**config.mk**
```make
export PLATFORM = sky130hd
export DESIGN_NAME = timer_event_ctrl
export DESIGN_NICKNAME = d
export VERILOG_FILES = /design/src/rtl/timer_pkg.sv /design/src/rtl/timer_event_ctrl_gray4_to_bin.sv /design/src/rtl/timer_event_ctrl.sv
export SDC_FILE = /design/constraint.sdc
export NUM_CORES = 1
export LEC_CHECK = 0
export ABC_AREA = 1
export BUFFER_PORTS_ARGS = -buffer_cell sky130_fd_sc_hd__buf_2
export CORE_UTILIZATION = 35
export DETAILED_ROUTE_END_ITERATION = 8
export HOLD_SLACK_MARGIN = 0.06
export PLACE_DENSITY_LB_ADDON = 0.2
export SLEW_MARGIN = 20
export SYNTH_ARGS = -nofsm -noshare
export SYNTH_HDL_FRONTEND = slang
export SYNTH_HIERARCHICAL = 1
export SYNTH_SLANG_ARGS = --single-unit
```
**constraint.sdc**
```tcl
create_clock -name clk -period 2 [get_ports clk]
set_input_delay 0.3 -clock clk [delete_from_list [all_inputs] [get_ports clk]]
set_output_delay 0.3 -clock clk [all_outputs]
set_load 0.005 [all_outputs]
```
**src/rtl/timer_pkg.sv**
```systemverilog
// Shared types and constants for the timer event controller.
package timer_pkg;

  localparam int unsigned NIB_W = 4;

  typedef enum logic {
    ONESHOT  = 1'b0,
    PERIODIC = 1'b1
  } tmode_e;

  typedef enum logic [1:0] {
    IDLE  = 2'd0,
    ARMED = 2'd1,
    FIRED = 2'd2
  } tstate_e;

endpackage

```
**src/rtl/timer_event_ctrl_gray4_to_bin.sv**
```systemverilog
// Combinational 4-bit Gray-to-binary converter, one per counter nibble.
module gray4_to_bin
  import timer_pkg::*;
(
  input  logic [NIB_W-1:0] gray_i,
  output logic [NIB_W-1:0] bin_o
);

  // Each binary bit is the XOR of all Gray bits at or above it.
  always_comb begin
    bin_o[3] = gray_i[3];
    bin_o[2] = bin_o[3] ^ gray_i[2];
    bin_o[1] = bin_o[2] ^ gray_i[1];
    bin_o[0] = bin_o[1] ^ gray_i[0];
  end

endmodule

```
**src/rtl/timer_event_ctrl.sv**
```systemverilog
// Timer event controller: Gray-to-binary count register, compare-match IRQ
// with ack handshake, missed-IRQ flag and completed-period counter.
// Optional capture unit enabled by defining TIMER_CAPTURE_EN.
module timer_event_ctrl
  import timer_pkg::*;
#(
  parameter int unsigned CNT_W  = 20,
  parameter int unsigned PCNT_W = 8
) (
  input  logic              clk,
  input  logic              clr_n,
`ifdef TIMER_CAPTURE_EN
  input  logic              cap_in,
  output logic [CNT_W-1:0]  cap_val,
  output logic              cap_vld,
`endif
  input  logic [CNT_W-1:0]  cnt_gray,
  input  logic              tcc,
  input  logic [CNT_W-1:0]  cmp_val,
  input  logic              cmp_wr,
  input  logic              mode,
  input  logic              arm,
  input  logic              ack,
  output logic [CNT_W-1:0]  cnt_bin,
  output logic              match_pulse,
  output logic              irq,
  output logic              missed,
  output logic [PCNT_W-1:0] period_cnt,
  output logic [1:0]        state_o
);

  localparam int unsigned NNIB = CNT_W / NIB_W;

  logic [CNT_W-1:0]  cnt_bin_d;
  logic [CNT_W-1:0]  cnt_bin_q;
  logic [CNT_W-1:0]  cmp_q;
  logic              eq_d_q;
  logic              match_q;
  logic              irq_q;
  logic              missed_q;
  logic [PCNT_W-1:0] period_q;
  tstate_e           state_q;
  tmode_e            mode_c;
  logic              eq_c;
  logic              match_c;

  // Per-nibble Gray decode of the incoming count.
  for (genvar k = 0; k < NNIB; k++) begin : g_nib
    gray4_to_bin u_g2b (
      .gray_i (cnt_gray[k*NIB_W +: NIB_W]),
      .bin_o  (cnt_bin_d[k*NIB_W +: NIB_W])
    );
  end

  assign mode_c  = tmode_e'(mode);
  assign eq_c    = (cnt_bin_q == cmp_q);
  assign match_c = eq_c & ~eq_d_q & (state_q == ARMED);

  // Binary count, compare value and equality history; a compare write
  // clears the history so the new value can match immediately.
  always_ff @(posedge clk or negedge clr_n) begin
    if (!clr_n) begin
      cnt_bin_q <= '0;
      cmp_q     <= '0;
      eq_d_q    <= 1'b0;
    end else begin
      cnt_bin_q <= cnt_bin_d;
      if (cmp_wr) begin
        cmp_q  <= cmp_val;
        eq_d_q <= 1'b0;
      end else begin
        eq_d_q <= eq_c;
      end
    end
  end

  // Control FSM with match strobe, IRQ level and sticky missed flag.
  always_ff @(posedge clk or negedge clr_n) begin
    if (!clr_n) begin
      state_q  <= IDLE;
      match_q  <= 1'b0;
      irq_q    <= 1'b0;
      missed_q <= 1'b0;
    end else begin
      match_q <= match_c;
      unique case (state_q)
        IDLE:    if (arm) state_q <= ARMED;
        ARMED:   if (match_c && (mode_c == ONESHOT)) state_q <= FIRED;
        FIRED:   if (ack) state_q <= IDLE;
        default: state_q <= IDLE;
      endcase
      // A match beats a simultaneous ack: the IRQ stays raised.
      if (match_c) begin
        irq_q <= 1'b1;
        if (irq_q && !ack) missed_q <= 1'b1;
        else if (ack)      missed_q <= 1'b0;
      end else if (ack) begin
        irq_q    <= 1'b0;
        missed_q <= 1'b0;
      end
    end
  end

  // Completed-period counter, free-wrapping.
  always_ff @(posedge clk or negedge clr_n) begin
    if (!clr_n) begin
      period_q <= '0;
    end else if (tcc) begin
      period_q <= period_q + PCNT_W'(1);
    end
  end

`ifdef TIMER_CAPTURE_EN
  logic [2:0]       cap_sync_q;
  logic             cap_edge_q;
  logic [CNT_W-1:0] cap_val_q;
  logic             cap_vld_q;

  // Synchronise cap_in, register its rising edge, latch the count on it.
  always_ff @(posedge clk or negedge clr_n) begin
    if (!clr_n) begin
      cap_sync_q <= '0;
      cap_edge_q <= 1'b0;
      cap_val_q  <= '0;
      cap_vld_q  <= 1'b0;
    end else begin
      cap_sync_q <= {cap_sync_q[1:0], cap_in};
      cap_edge_q <= cap_sync_q[1] & ~cap_sync_q[2];
      if (cap_edge_q) begin
        cap_val_q <= cnt_bin_q;
        cap_vld_q <= 1'b1;
      end else if (ack) begin
        cap_vld_q <= 1'b0;
      end
    end
  end

  assign cap_val = cap_val_q;
  assign cap_vld = cap_vld_q;
`endif

  assign cnt_bin     = cnt_bin_q;
  assign match_pulse = match_q;
  assign irq         = irq_q;
  assign missed      = missed_q;
  assign period_cnt  = period_q;
  assign state_o     = state_q;

endmodule
```
==> run metrics, run 1 <==
GP Congestion 0.789; Net Count, Synth approximately 350; Worst Setup Start Kind flop; clock input transition at the sequential cells of the worst setup and hold paths 0.09 ns; Tcrit/Tclk final about two thirds; adder-cell share of the synthesized area 0.473%; post-synthesis xor/xnor area fraction around 5.6%; CP most frequent cell nand2_1; hold-fix buffers at CTS 1; met2 routed WL about 2.5 mm; share of cells above drive strength 1 32.1%; Worst Tran Pin Value slightly below 0.6 ns; Setup Buffers After CTS 0; PortBufs 79; PwrDens between 700 and 800 mW/mm^2; leak pwr 1.80 nW; R2R cell count 8; hold path start cnt_gray[7]; Synth area leaders dfrtp_1 51%, nand2_1 13%, inv_1 7.0%; hpwl dp about 4.2 mm; Peak VDD IR 0.000254 V; met1 wire length approximately 2.5 mm; Register Area around 0.0014 sq mm; post-synthesis mux area share between 4 and 5%; Final setup viols 0; Fin. Hold Viols 0; area grow syn2layout 22.0%; fin util 44.3%; slowest cell delay on critical path about 0.4 ns; cell taking the most area after synthesis dfrtp_1; WS Path Type reg -> reg; asr flop ratio synth between 90% and 100%; Placed Cells 471; die height 88.9 um; DR WL/cell 11.0 um; Sink Count 54; number of global-route vias before repair around 2000; initial core utilization between 30% and 40%; GRT Resource Usage Total around 15%; Crit path required time approximately 2.2 ns; drt total wl about 5.3 mm; CTS tree built; placed cell area between 0.003 and 0.004 sq mm; FF-to-FF Start cmp_q[3]; most frequent cells after synthesis 92 x nand2_1, 54 x dfrtp_1, 49 x inv_1; Top Layer Used met4; ANT cells 0; H-tree levels 2; Max FO, Critical Path 3; Fin Setup TNS 0 ns; Max Cap Viol 0; Clock Skews 0.00223 ns; DRC Markers 0; total power 2.48 mW; fin crit period 1.32 ns; largest family of logic cells by synthesized area simple AND/OR/NAND/NOR gates; post-synthesis cell area approximately 0.0026 sq mm; Die Area between 0.007 and 0.008 sq mm; slowest cell on the critical path dfrtp_1; CP endpoint kind flop; max frequency ~0.76 GHz; clk_lat worst skew between 0.2 and 0.3 ns; CP Launch Point cmp_q[3]; core area around 0.0073 sq mm; Initial DRT Pass Iterations 4; Synth Warn # 6; max-slew violations 0; Synth Area in Simple Gates 26.1%; Layout Nets approximately 430; status finished, final reports clean; final instance area between 0.003 and 0.004 sq mm; Gate Count Post-Synth 299; #FFs+latches synth 54; number of antenna violations at the first check in global routing 0; I/O pin count 80; EDFF count, synth 0; top-area cell type share of the netlist area between 50 and 60%; DR vias/cell around 4.3; first-pass GRT wire length between 8 and 9 mm; antenna-violating nets left 0; PostCTS Resize Cnt 0; FILL cells 770; Final WS setup ~0.68 ns; max_slew headroom between 60% and 70%; hold path depth 1; WP data arrival 1.52 ns; # rows 31; 1st-iter DRT viols 45; clk buf depth 2; non-filler cells in the finished layout approximately 480; largest net degree at the start of global routing 32; worst slack, placed ~0.7 ns; top_reg_cell synth dfrtp_1; Syn Area/Cell 8.85 sq um; Overflow after GRT 0; Multi-input gate area 0.00105 sq mm; Min-Delay Path Class in -> reg; die width slightly below 90 um; crit path cell chain xnor2_1, nand2_1, nor2_1, nand3_1, nor2_2, nand3_2, nand2_1, inv_1; Seq/Total Area, Yosys about half; DR WL met3 between 300 and 400 um; via count 2061; CTS Buf Count 5; WHS roughly 0.15 ns; compound-gate portion of the synthesized area 2.65%; root buffer cell clkbuf_8; synth unique cells 22; most common cell in the synthesized netlist nand2_1; RSZ-0062 raised after global routing no
[critical path, delay by kind of cell (launching register included)]
kind,cells,cell delay [ns]
flops,1,0.39
buf+inv,1,0.03
simple gates,6,0.61
xor+xnor,1,0.19
[placed cells by master (no fill, tap or decap)]
cell type / n
a21o_2: 1
buf_12: 1
buf_2: 79
buf_4: 1
clkbuf_1: 2
clkbuf_8: 5
clkinv_1: 1
dfrtp_1: 54
dlygate4sd3_1: 1
ha_1: 1
inv_1: 49
inv_2: 1
inv_4: 1
mux2_2: 11
nand2_1: 92
nand2_2: 1
nand3_1: 19
nand3_2: 17
nor2_1: 12
nor2_2: 2
nor3_4: 1
o21ai_0: 10
o21bai_2: 1
xnor2_1: 12
xor2_1: 5
[report_power, final]
group	internal, mW	leakage (nW)	switching, mW
logic	0.272	1.12	0.295
registers	1.23	0.649	0.117
clock network	0.242	0.0383	0.321
total	1.75	1.80	0.734
[flip-flops by register name, summed over array words and instances, names as in the netlist]
register / cells
eq_d_q: 1
missed: 1
cmp_q: 20
cnt_bin: 20
state_o: 2
irq: 1
period_cnt: 8
match_pulse: 1
[worst paths after layout]
check	endpoint	slack, ns
max reg2reg	state_o[0]	0.68
max	state_o[0]	0.68
max in group asynchronous	cmp_q[2]	0.90
min in group asynchronous	period_cnt[0]	0.53
min reg2reg	period_cnt[7]	0.47
min	cnt_bin[7]	0.15
[routing by layer]
metal / vias to the layer above / GRT usage, %
li1: 1068 / -
met1: 941 / 19.4
met2: 47 / 23.5
met3: 5 / 4.52
met4: 0 / 3.46
met5: - / 0
[kinds of logic (layout without fill, tap and decap cells)]
kind of cell	after synthesis	in the layout
AOI/OAI and AO/OA	12	12
buffers and inverters	60	141
DFF	54	54
muxes	11	11
xor gates and xnor gates	17	17
adders and majority gates	1	1
and+or+nand+nor	144	144
[cell type report]
cell class                 count  area share [%]
inverter                      52            6.12
timing repair buffer          82            13.4
multi-input combinational    185            32.4
clock buffer                   7            2.36
tap                           99            3.84
sequential                    54            41.9
Note: power is estimated with default switching activity, not from simulation.
==> run 2, diff against run 1 <==
==> constraint.sdc (replaced) <==
create_clock -name clk -period 1.25 [get_ports clk]
set_input_delay 0.1875 -clock clk [delete_from_list [all_inputs] [get_ports clk]]
set_output_delay 0.1875 -clock clk [all_outputs]
set_load 0.005 [all_outputs]
==> run 2 against run 1 <==
Compared with the run above: the run now ends with setup timing left; design area grew 7.1%; fmax grew 4.2%; setup slack lost 0.70 ns; routed wire length grew 1.1%.
==> run metrics, run 2 (synthesis gave the netlist of run 1 again) <==
H-tree levels 2 (unchanged); clk buf depth 2 (unchanged); most frequent cells in the layout 91 x nand2_1, 79 x buf_2, 53 x dfrtp_1; Sink Count 54 (unchanged); largest net degree at the start of global routing 55 (+72%); placed cell area 0.00323 sq mm (+2.8%); fin crit period 1.27 ns (-0.0528 ns); sw frac 29.3% (-0.28 points); DRC Markers 0 (unchanged); GP Congestion 0.743 (-5.9%); Initial DRT Pass Iterations 4 (unchanged); Flop pwr share 52.4% (-2.0 points); ANT cells 0 (unchanged); Overflow after GRT 0 (unchanged); Min-Delay Path Class in -> reg; via count 2120 (+2.9%); Fin Setup TNS -0.0196 ns (-0.0196 ns); hpwl dp 4.11 mm (-1.2%); root buffer cell clkbuf_8; Fin. Hold Viols 0 (unchanged); core area 0.00729 sq mm (unchanged); Max Cap Viol 0 (unchanged); Layout Nets 448 (+4.7%); Max FO, Critical Path 3 (unchanged); Clk pwr share 22.6% (about the same); Internal 2.92 mW (+67%); final instance area 0.00346 sq mm (+7.1%); Die Area 0.00791 sq mm (unchanged); initial core utilization 36.3% (unchanged); RSZ-0062 raised after global routing yes; status finished with violations; die width 88.9 um (unchanged); PortBufs 79 (unchanged); max-slew violations 0 (unchanged); # rows 31 (unchanged); DR vias/cell 4.26 (-1.1%); clock input transition at the sequential cells of the worst setup and hold paths 0.09 ns (about the same); max frequency 0.789 GHz (+4.2%); I/O pin count 80 (unchanged); area grow syn2layout 30.7%; net switching power 1.21 mW (+65%); Crit path required time 1.44 ns (-0.76 ns); Worst Setup Start Kind flop; antenna-violating nets left 0 (unchanged); drt total wl 5.34 mm (+1.1%); number of antenna violations at the first check in global routing 0 (unchanged); DR WL/cell 10.7 um (-2.7%); Clock Skews 0.00807 ns (+0.00583 ns); share of cells above drive strength 1 37.1% (+5.0 points); WS Path Type reg -> reg; CTS Buf Count 5 (unchanged); Final setup viols 2 (+2); CP endpoint kind flop; Worst Tran Pin Value 0.287 ns (-0.303 ns); Peak VDD IR 0.000540 V (+110%); combinational power share 25.0% (+2.1 points); die height 88.9 um (unchanged); hold path depth 3 (+2); 1st-iter DRT viols 53 (+18%); most common cell after layout, fill and taps aside nand2_1; CTS tree built; R2R cell count 8 (unchanged); Final WS setup -0.0168 ns (-0.697 ns); max_slew headroom 80.9% (+20 points); first-pass GRT wire length 8.85 mm (+1.7%); failing checks setup timing; GRT Resource Usage Total 14.8% (+0.20 points); clk_lat worst skew 0.30 ns (about the same); leak pwr 1.91 nW (+6.0%); WP data arrival 1.46 ns (-0.06 ns); PwrDens 1200 mW/mm^2 (+56%); Tcrit/Tclk final 101% (+35 points); number of global-route vias before repair 2025 (+3.7%)
==> run 2: power groups by stage <==
| stage | combinational [mW] | clock, mW | sequential (mW) |
|---|---|---|---|
| 6_report | 1.03 | 0.934 | 2.17 |
| 5_1_grt | 1.18 | 1.05 | 2.21 |
| 4_1_cts | 0.991 | 0.985 | 2.16 |
| 3_5_place_dp | 0.963 | 0 | 2.20 |
| 3_3_place_gp | 0.949 | 0 | 2.19 |
| 2_1_floorplan | 0.529 | 0 | 2.19 |
==> run 2: area by class of cell <==
class | count | area (sq um)
Fill cell | 763 | 3830
Timing Repair Buffer | 102 | 608
Sequential cell | 54 | 1350
Tap cell | 99 | 124
Inverter | 52 | 198
Multi-Input combinational cell | 185 | 1090
Clock buffer | 6 | 82.6
==> run 2: stage by stage <==
stage	std cells	utilization, %	power (mW)	setup slack (ns)	hold WS [ns]
CTS	495	46.6	4.14	-0.0767	0.0917
floorplan	299	-	2.72	0.0926	-0.108
finish	498	47.4	4.13	-0.0168	0.106
global route	498	47.4	4.45	-0.130	0.0975
detailed placement	481	44.3	3.16	-0.0740	0.206
global placement	481	44.3	3.14	-0.0601	0.211
==> run 2: worst max-delay path: stages, from the launching register on <==
cell and delay (ns):
dfrtp_1 0.41, xnor2_1 0.16, nand2_1 0.07, nor2_1 0.10
nand2_1 0.11, nor2_4 0.15, nand3_2 0.08, nand2_1 0.06
inv_1 0.03
==> run 2: path summary, 6_finish.rpt <==
path / from / end / slack (ns)
max in group asynchronous: clr_n / period_cnt[2] / 0.59
setup / recovery: cmp_q[2] / state_o[0] / -0.02
hold / removal: cmp_val[7] / cmp_q[7] / 0.11
setup reg to reg: cmp_q[2] / state_o[0] / -0.02
min in group asynchronous: clr_n / period_cnt[1] / 0.41
hold reg to reg: period_cnt[7] / period_cnt[7] / 0.47
==> run 2: what timing repair did <==
action,in CTS,in global routing
endpoints found under the hold margin,59,0
resized for setup,2,12
gates cloned,0,0
buffers inserted,2,3
hold buffers,6,0
setup endpoints to repair,6,9
pin swaps,8,9
==> run 2: per-layer routing <==
layer  GRT usage, %  vias to the layer above  share of wire, %
met1           18.0                      961                45
met4           4.33                        0              0.99
met5              0                        -                 0
li1               -                     1105                 -
met3           4.34                        4               6.6
met2           25.5                       50                48
==> run 3, diff against run 2 <==
--- a/config.mk
+++ b/config.mk
@@ -5,12 +5,11 @@
 export SDC_FILE = /design/constraint.sdc
 export NUM_CORES = 1
 export LEC_CHECK = 0
-export ABC_AREA = 1
 export BUFFER_PORTS_ARGS = -buffer_cell sky130_fd_sc_hd__buf_2
 export CORE_UTILIZATION = 35
 export DETAILED_ROUTE_END_ITERATION = 8
 export HOLD_SLACK_MARGIN = 0.06
-export PLACE_DENSITY_LB_ADDON = 0.2
+export PLACE_DENSITY = 0.61
 export SLEW_MARGIN = 20
 export SYNTH_ARGS = -nofsm -noshare
 export SYNTH_HDL_FRONTEND = slang
==> constraint.sdc (replaced) <==
create_clock -name clk -period 1.5 [get_ports clk]
set_input_delay 0.225 -clock clk [delete_from_list [all_inputs] [get_ports clk]]
set_output_delay 0.225 -clock clk [all_outputs]
set_load 0.005 [all_outputs]
==> run 3 against run 2 <==
Compared with the run above: the run now ends clean; hold slack got worse by 0.025 ns; power decreased by 20%; sequential share of layout area increased by 8.3 points; non-clock buffer count decreased by 19; critical path depth decreased by 3; flip-flop and latch count unchanged; core utilization decreased by 0.63 points; synthesized cell count decreased by 46%; largest cell class unchanged; largest power group unchanged.
==> run metrics, run 3 <==
clock input transition at the sequential cells of the worst setup and hold paths 0.09 ns (about the same); hold path depth 1 (-2); hpwl dp 3.23 mm (-21%); Layout Nets 291 (-35%); antenna-violating nets left 0 (unchanged); DR WL/cell 13.1 um (+22%); WHS 0.0806 ns (-0.0252 ns); number of global-route vias before repair 1511 (-25%); CTS Buf Count 5 (unchanged); Peak VDD IR 0.000579 V (+7.2%); R2R cell count 5 (-3); Clock Skews 0.00784 ns (-0.000220 ns); post-synthesis mux area share 10.4% (+5.7 points); adder-cell share of the synthesized area 0.552% (+0.079 points); Worst Tran Pin Value 0.371 ns (+0.0839 ns); area grow syn2layout 25.8%; Overflow after GRT 0 (unchanged); largest family of logic cells by synthesized area XOR/XNOR gates; Tcrit/Tclk final 96.5% (-4.8 points); Max Cap Viol 0 (unchanged); number of antenna violations at the first check in global routing 0 (unchanged); non-filler cells in the finished layout 318 (-36%); # rows 28 (-9.7%); max frequency 0.691 GHz (-13%); EDFF count, synth 0 (unchanged); RSZ-0062 raised after global routing yes; most common cell after layout, fill and taps aside buf_2; placed cell area 0.00275 sq mm (-15%); Max FO, Critical Path 4 (+1); Register Area 0.00135 sq mm (about the same); drt total wl 4.17 mm (-22%); max_slew headroom 75.2% (-5.6 points); Synth area leaders dfrtp_1 60%, xnor2_1 13%, mux2_2 9.4%; H-tree levels 2 (unchanged); Sink Count 54 (unchanged); ANT cells 0 (unchanged); Synth Area in Simple Gates 6.02% (-20 points); DR vias/cell 4.49 (+5.6%); cell taking the most area after synthesis dfrtp_1; Fin. Hold Viols 0 (unchanged); clk buf depth 2 (unchanged); leak pwr 1.31 nW (-31%); status finished, final reports clean; WS Path Type reg -> reg; DRC Markers 0 (unchanged); post-synthesis cell area 0.00227 sq mm (-14%); fin util 46.8% (-0.63 points); I/O pin count 80 (unchanged); crit path cell chain xnor2_1, nand4_1, nor3_2, nand3_2, o21a_1; die width 82.5 um (-7.2%); CTS tree built; Worst Setup Start Kind flop; Crit path required time 1.69 ns (+0.25 ns); max-slew violations 0 (unchanged); largest net degree at the start of global routing 55 (unchanged); slowest cell on the critical path dfrtp_1; first-pass GRT wire length 6.65 mm (-25%); compound-gate portion of the synthesized area 1.16% (-1.5 points); Placed Cells 309 (-36%); core area 0.00610 sq mm (-16%); Final setup viols 0 (-2); top-area cell type share of the netlist area 59.6% (+8.5 points); root buffer cell clkbuf_8; synth unique cells 22 (unchanged); GP Congestion 0.759 (+2.2%); worst hold endpoint cnt_bin[19]; asr flop ratio synth 100% (unchanged); Multi-input gate area 868 sq um (-21%); Gate Count Post-Synth 160 (-46%); most frequent cells after synthesis 54 x dfrtp_1, 34 x xnor2_1, 19 x mux2_2; #FFs+latches synth 54 (unchanged); Final WS setup 0.0519 ns (+0.0687 ns); CP endpoint kind flop; fin crit period 1.45 ns (+0.181 ns); via count 1429 (-33%); slowest cell delay on critical path 0.40 ns (about the same); Die Area 0.00680 sq mm (-14%); die height 82.5 um (-7.2%); worst slack, placed 0.0186 ns (+0.0925 ns); FF-to-FF End state_o[0]; worst reg-to-reg setup slack 0.05 ns (+0.07 ns); PwrDens 1160 mW/mm^2 (-2.8%); Initial DRT Pass Iterations 4 (unchanged); WP data arrival 1.64 ns (+0.18 ns); FILL cells 584 (-23%); Syn Area/Cell 14.2 sq um (+60%); hold path start cnt_gray[19]; GRT Resource Usage Total 13.4% (-1.4 points); Seq/Total Area, Yosys 59.6% (+8.5 points); final instance area 0.00285 sq mm (-18%); post-synthesis xor/xnor area fraction 19.8% (+14 points); FF-to-FF Start cmp_q[17]; Net Count, Synth 208 (-40%); Min-Delay Path Class in -> reg; PortBufs 79 (unchanged); top_reg_cell synth dfrtp_1; initial core utilization 37.2% (+0.92 points); share of cells above drive strength 1 47.3% (+10 points); Synth Warn # 6 (unchanged); clk_lat worst skew 0.29 ns (about the same); most common cell in the synthesized netlist dfrtp_1; 1st-iter DRT viols 45 (-15%); most frequent cells in the layout 79 x buf_2, 54 x dfrtp_1, 33 x xnor2_1
[run 3: cell types whose count changed in the layout (fill, tap and decap cells not counted), sizes merged, moves of 7 or more]
cell   before  now
nand2      93    4
inv        52    2
nand3      36    1
xnor2      12   34
buf        96   81
mux2       11   21
nand4       0    8
o21ai      10    2
xor2        5   13
nor2       14    7
[run 3: how the worst max path moves through the flow]
stage / from / end / slack, ns / cells after the start
finish: cmp_q[17] / state_o[0] / 0.05 / 5
global route: cmp_q[8] / state_o[0] / -0.04 / 5
CTS: cnt_bin[18] / state_o[0] / 0.006 / 5
detailed placement: cnt_bin[18] / state_o[0] / 0.02 / 5
global placement: cnt_bin[18] / state_o[0] / 0.03 / 5
floorplan: cnt_bin[7] / state_o[0] / 0.21 / 5
[run 3: final cells by class]
type	instances	area share, %
clock buffer	7	2.68
timing repair buffer	83	16.0
inverter	2	0.263
sequential	54	47.4
tap	75	3.29
multi-input combinational	97	30.4
[run 3: layer usage]
layer / wire length, um / vias to the layer above / part of all wire [%] / GRT usage [%]
li1: - / 690 / - / -
met1: 1850 / 683 / 44 / 16.1
met2: 2060 / 50 / 49 / 23.0
met3: 224 / 6 / 5.4 / 3.41
met4: 47 / 0 / 1.1 / 5.26
met5: 0 / - / 0 / 0
[run 3: power breakdown]
part / internal (mW) / switching (mW)
sequential: 1.67 / 0.189
clock: 0.322 / 0.408
combinational: 0.418 / 0.306
[run 3: what timing repair did]
action	CTS	global route
hold endpoints to repair	54	1
hold buffers	1	1
buffers inserted	0	0
endpoints found under the setup margin	0	2
gates resized for setup	0	1
[run 3: kinds of logic (layout without fill, tap and decap cells)]
| family | count (synthesis) | in the layout |
|---|---|---|
| AND/OR/NAND/NOR | 24 | 24 |
| flip-flops | 54 | 54 |
| adder cells (fa/ha/maj) | 1 | 1 |
| XOR/XNOR | 47 | 47 |
| buffers and inverters | 9 | 92 |
| AO/OA/AOI/OAI | 4 | 4 |
| multiplexers | 21 | 21 |
[run 3: metrics by stage]
step | total power, mW | TNS (ns)
floorplan | 2.26 | 0
global placement | 2.61 | 0
detailed placement | 2.63 | 0
CTS | 3.38 | 0
global route | 3.54 | -0.0377
finish | 3.31 | 0
[run 3: worst max-delay path: cells and delay by family, from the launching register on]
family,cells,cell delay [ns]
AO/OA/AOI/OAI,1,0.19
AND/OR/NAND/NOR,3,0.57
flip-flops,1,0.40
XOR/XNOR,1,0.19
